File: src/rtl/shared_reg_arbiter.sv
`timescale 1ns/1ps
// shared_reg_arbiter
// Round-robin write arbiter in front of one shared resettable register.
// Requesters compete for a single write port. A winner may lock the port for
// a burst of up to MAX_LOCK consecutive writes. When the burst ends it drops
// to lowest priority.
//
// Handshake: req[i] is a valid signal held together with its wdata slice.
// The arbiter takes the data at the edge that grants i. gnt[i] is high during
// the following cycle, and that is the acknowledge. A requester that wants to
// write the same value again must drop req for at least one cycle. Dropping
// req before it is granted withdraws the request with no write.
module shared_reg_arbiter #(
  parameter int N        = 64,
  parameter int NREQ     = 4,
  parameter int MAX_LOCK = 8,
  localparam int OW      = $clog2(NREQ),
  localparam int CW      = $clog2(MAX_LOCK + 1)
) (
  input  logic              clk,
  input  logic              reset,
  input  logic [NREQ-1:0]   req,
  input  logic [NREQ-1:0]   lock,
  input  logic [NREQ*N-1:0] wdata,
  output logic [NREQ-1:0]   gnt,
  output logic [N-1:0]      q,
  output logic              q_valid,
  output logic [OW-1:0]     owner,
  output logic [1:0]        state_dbg
);

  typedef enum logic [1:0] {
    S_IDLE   = 2'd0,
    S_GRANT  = 2'd1,
    S_LOCKED = 2'd2
  } state_t;

  localparam logic [CW-1:0] MAXC = CW'(MAX_LOCK);

  state_t          state, state_n;
  logic [OW-1:0]   ptr;
  logic [CW-1:0]   cnt, cnt_n;
  logic            do_write;
  logic [OW-1:0]   w_sel;
  logic [NREQ-1:0] owner_oh;
  logic [OW:0]     pick_norm;
  logic [OW:0]     pick_lock;
  logic [N-1:0]    w_data;

  // Search cand from start upward with wraparound. Returns {found, index}.
  function automatic logic [OW:0] rr_pick(input logic [NREQ-1:0] cand,
                                          input logic [OW-1:0]   start);
    logic          found;
    logic [OW-1:0] w;
    int            idx;
    found = 1'b0;
    w     = '0;
    for (int k = 0; k < NREQ; k++) begin
      idx = int'(start) + k;
      if (idx >= NREQ) idx = idx - NREQ;
      if (!found && cand[idx]) begin
        found = 1'b1;
        w     = idx[OW-1:0];
      end
    end
    return {found, w};
  endfunction

  // The pointer moves to the requester after the winner, wrapping at NREQ-1.
  function automatic logic [OW-1:0] next_ptr(input logic [OW-1:0] w);
    if (int'(w) == NREQ - 1) return '0;
    else                     return w + 1'b1;
  endfunction

  assign owner_oh  = {{(NREQ-1){1'b0}}, 1'b1} << owner;
  // In IDLE/GRANT, last cycle's grantee is masked so its held data is not
  // written twice.
  assign pick_norm = rr_pick(req & ~gnt, ptr);
  // When a burst ends, the owner is excluded for one arbitration.
  assign pick_lock = rr_pick(req & ~owner_oh, ptr);
  assign w_data    = wdata[int'(w_sel)*N +: N];
  assign state_dbg = state;

  // Next-state, winner selection and burst counter.
  always_comb begin
    state_n  = state;
    cnt_n    = cnt;
    do_write = 1'b0;
    w_sel    = '0;
    case (state)
      S_LOCKED: begin
        if (req[owner] && (cnt < MAXC)) begin
          do_write = 1'b1;
          w_sel    = owner;
          if (lock[owner]) begin
            state_n = S_LOCKED;
            cnt_n   = cnt + 1'b1;
          end else begin
            state_n = S_GRANT;
            cnt_n   = '0;
          end
        end else if (pick_lock[OW]) begin
          do_write = 1'b1;
          w_sel    = pick_lock[OW-1:0];
          if (lock[pick_lock[OW-1:0]]) begin
            state_n = S_LOCKED;
            cnt_n   = CW'(1);
          end else begin
            state_n = S_GRANT;
            cnt_n   = '0;
          end
        end else begin
          state_n = S_IDLE;
          cnt_n   = '0;
        end
      end
      default: begin
        if (pick_norm[OW]) begin
          do_write = 1'b1;
          w_sel    = pick_norm[OW-1:0];
          if (lock[pick_norm[OW-1:0]]) begin
            state_n = S_LOCKED;
            cnt_n   = CW'(1);
          end else begin
            state_n = S_GRANT;
            cnt_n   = '0;
          end
        end else begin
          state_n = S_IDLE;
          cnt_n   = '0;
        end
      end
    endcase
  end

  // State register and arbitration bookkeeping.
  always_ff @(posedge clk or negedge reset) begin
    if (!reset) begin
      state <= S_IDLE;
      cnt   <= '0;
      ptr   <= '0;
    end else begin
      state <= state_n;
      cnt   <= cnt_n;
      if (do_write) ptr <= next_ptr(w_sel);
    end
  end

  // Shared register, grant vector and owner. The register holds its value
  // when no write happens.
  always_ff @(posedge clk or negedge reset) begin
    if (!reset) begin
      q       <= '0;
      q_valid <= 1'b0;
      gnt     <= '0;
      owner   <= '0;
    end else begin
      gnt <= do_write ? ({{(NREQ-1){1'b0}}, 1'b1} << w_sel) : '0;
      if (do_write) begin
        q       <= w_data;
        q_valid <= 1'b1;
        owner   <= w_sel;
      end
    end
  end

endmodule

File: config.mk
export PLATFORM = sky130hd
export DESIGN_NAME = shared_reg_arbiter
export DESIGN_NICKNAME = d
export VERILOG_FILES = /design/src/rtl/shared_reg_arbiter.sv
export SDC_FILE = /design/constraint.sdc
export NUM_CORES = 1
export LEC_CHECK = 0
export CAP_MARGIN = 20
export CORE_AREA = 5 5 129 131
export DETAILED_ROUTE_END_ITERATION = 8
export DIE_AREA = 0 0 134 136
export GPL_ROUTABILITY_DRIVEN = 0
export PLACE_DENSITY = 0.78
export RECOVER_POWER = 50
export REMOVE_ABC_BUFFERS = 1
export SYNTH_ARGS = -nofsm -noshare
export SYNTH_HDL_FRONTEND = slang
export SYNTH_SLANG_ARGS = --single-unit
File: constraint.sdc
create_clock -name clk -period 3.2 [get_ports clk]
set_input_delay 0.64 -clock clk [delete_from_list [all_inputs] [get_ports clk]]
set_output_delay 0.64 -clock clk [all_outputs]
set_load 0.03 [all_outputs]
==> impl_metrics.ini <==
[grt]
gr-total-overflow = 0
antenna_found_initial = 0
grt_pass1_vias = 5916
grt_max_degree = 42
grt_use_total = 0.223
grt_pass1_wl_mm = 31.9

[routing]
totalWireLength_mm = 21.1
dr.pass1.iters = 4
vias_per_cell = 5.37
ant_nets = 0
drc = 0
wl_per_cell_um = 20.7
drt_iter0_drc = 255
vias = 5471

[power]
clkPwrFrac = 0.103
vdd_ir_drop_max_mv = 0.683
powerDensity_nw_per_um2 = 1080
p_leak_nw = 3.86
p_sw_frac = 0.455
power_mw = 10.0
power_frac_seq = 0.188
internal-power_mw = 5.47
comb_power_share = 0.709
switchingPower_mw = 4.57

[sta]
rsz0062_at_grt = false
post-route-period-util = 0.949
max_freq_mhz = 329
clock_skew_ns = 0.0143
tns_ns = 0
worstMarginPinSlew_ns = 2.28
holdWs_ns = 0.465
period_minus_slack_ns = 3.04
setup_viol = 0
drv_slew = 39
slew_headroom = -0.518
final-hold-violation-count = 0
fin_ws_ns = 0.163

[floorplanning]
row_count = 46
die_h_um = 136
dieArea_sq_um = 18200
io_pins = 339
coreArea_sq_um = 15500
start_util = 0.346
die_x_um = 134

[setup_path]
critPathMaxFanout = 23
critical_path_class = input port to flip-flop
cp_data_required_time_ns = 3.42
end_kind = flip-flop
cp_data_arrival_time_ns = 3.25
crit_path_start_kind = input port

[yosys]
synth.distinct_cells = 53
syn_area_per_cell_sq_um = 11.1
syn_area_sq_um = 5350
synth_cells = 481
synth-edff-count = 0
synth_seq_area_share = 0.369
ys_warn_count = 0
async_flop_share = 1.00
synth-seq-cells = 79
synth_ff_type = dfrtp_1

[cts]
cts_sinks = 79
htreeDepth = 3
cts_resized = 0
cts_max_path_buffers = 2
cts_buffers = 9
insertion_delay_ns = 0.34
clk_pin_slew_worst_paths_ns = 0.06
hold_buffers = 0
cts_root_buf = clkbuf_16
cts_tree = done
post-cts-setup-buffer-count = 0

[cells_and_area]
nFillCells = 1239
register_area_sq_um = 1980
fin_nets = 1093
syn2layout_area_growth_pct = 73.2
final_cells = 1018
final_common_cell = clkdlybuf4s50_1
utilization = 0.599
most-common-layout-cells = 301 x clkdlybuf4s50_1, 133 x mux2i_1, 79 x dfrtp_1
design_area_sq_um = 9280
multi_input_area_sq_um = 2980
drive_gt1_frac = 0.104

[worst_hold_path]
worstHoldPathType = flip-flop to flip-flop

[placed_design]
post-place-ws_ns = -0.151
post-dp-hpwl_mm = 16.9
dpl_cell_area_sq_um = 8990
io_buffers = 338
dp.cells = 1003

[status]
status = finished, violations left
violations = capacitance limit, slew limit

[flow_run]
cap_violations = 1
==> routing by layer <==
| layer | vias up | global-route usage | share of wire |
|---|---|---|---|
| met2 | 251 | 0.417 | 0.54 |
| met3 | 32 | 0.0551 | 0.068 |
| met1 | 2693 | 0.251 | 0.37 |
| met4 | 0 | 0.0669 | 0.019 |
| li1 | 2495 | - | - |
| met5 | - | 0 | 0 |
==> cells by family (layout without fill, tap and decap cells) <==
| group | after synthesis | in the layout | share of synthesized area |
|---|---|---|---|
| AO/OA/AOI/OAI | 93 | 93 | 0.183 |
| XOR/XNOR | 1 | 1 | 0.00164 |
| adder cells (fa/ha/maj) | 5 | 5 | 0.0117 |
| buffers and inverters | 51 | 395 | 0.0769 |
| flip-flops | 79 | 79 | 0.369 |
| multiplexers | 137 | 137 | 0.262 |
| other | 0 | 1 | 0 |
| AND/OR/NAND/NOR | 115 | 115 | 0.0958 |
==> layout make-up <==
| class | count | area share |
|---|---|---|
| sequential | 79 | 0.213 |
| antenna | 1 | 0.000270 |
| inverter | 10 | 0.00405 |
| clock buffer | 10 | 0.0258 |
| tap | 192 | 0.0259 |
| clock inverter | 4 | 0.00513 |
| multi-input combinational | 351 | 0.321 |
| timing repair buffer | 371 | 0.404 |
==> critical path, stage by stage <==
cell             delay [ns]
clkdlybuf4s50_1        0.63
nand2b_1               0.16
a21boi_1               0.15
a311oi_1               0.42
nor2_1                 0.13
a31oi_4                0.24
buf_12                 0.23
buf_12                 0.18
mux2i_1                0.31
o221ai_2               0.12
==> power groups by stage <==
stage	combinational (mW)	sequential, mW	clock, mW
final	7.12	1.89	1.03
after global routing	7.55	1.95	1.09
after CTS	7.25	1.89	1.05
after detailed placement	7.23	1.89	0
after global placement	7.04	1.89	0
after floorplan	3.32	2.75	0
==> cell usage after synthesis, drive strengths merged (2+ instances only) <==
cell     instances  area (sq um)
o2bb2ai          2          17.5
nand2           73           274
clkbuf          12          56.3
o21ai            4          20.0
a21boi           2          15.0
nor3             2          10.0
nor2            12          45.0
nor2b            4          25.0
nand2b           8          50.1
buf             28           299
mux2             2          22.5
o221ai          64           754
dfrtp           79          1980
mux2i          133          1330
mux4             2          48.8
and2             2          12.5
nand3            3          15.0
and2b            4          30.0
a31oi            2          27.5
nand3b           2          15.0
a21oi            6          33.8
a32oi            2          17.5
ha               5          62.6
inv             10          37.5
==> flip-flops by register name, indices dropped and copies added (netlist names) <==
name	flops
q_valid	1
owner	2
ptr	2
state_dbg	2
gnt	4
cnt	4
q	64
==> worst paths after layout <==
| check | to | slack, ns | cells after the start | start |
|---|---|---|---|---|
| worst max-delay path | q[3] | 0.16 | 10 | req[3] |
| worst min-delay path | q_valid | 0.47 | 1 | q_valid |
| worst max register to register | q[3] | 0.43 | 9 | owner[0] |
| worst min register to register | q_valid | 0.47 | 1 | q_valid |
| max in group asynchronous | ptr[1] | 0.89 | 1 | reset |
| min in group asynchronous | q[20] | 0.97 | 1 | reset |
(Power assumes the default switching activity.)
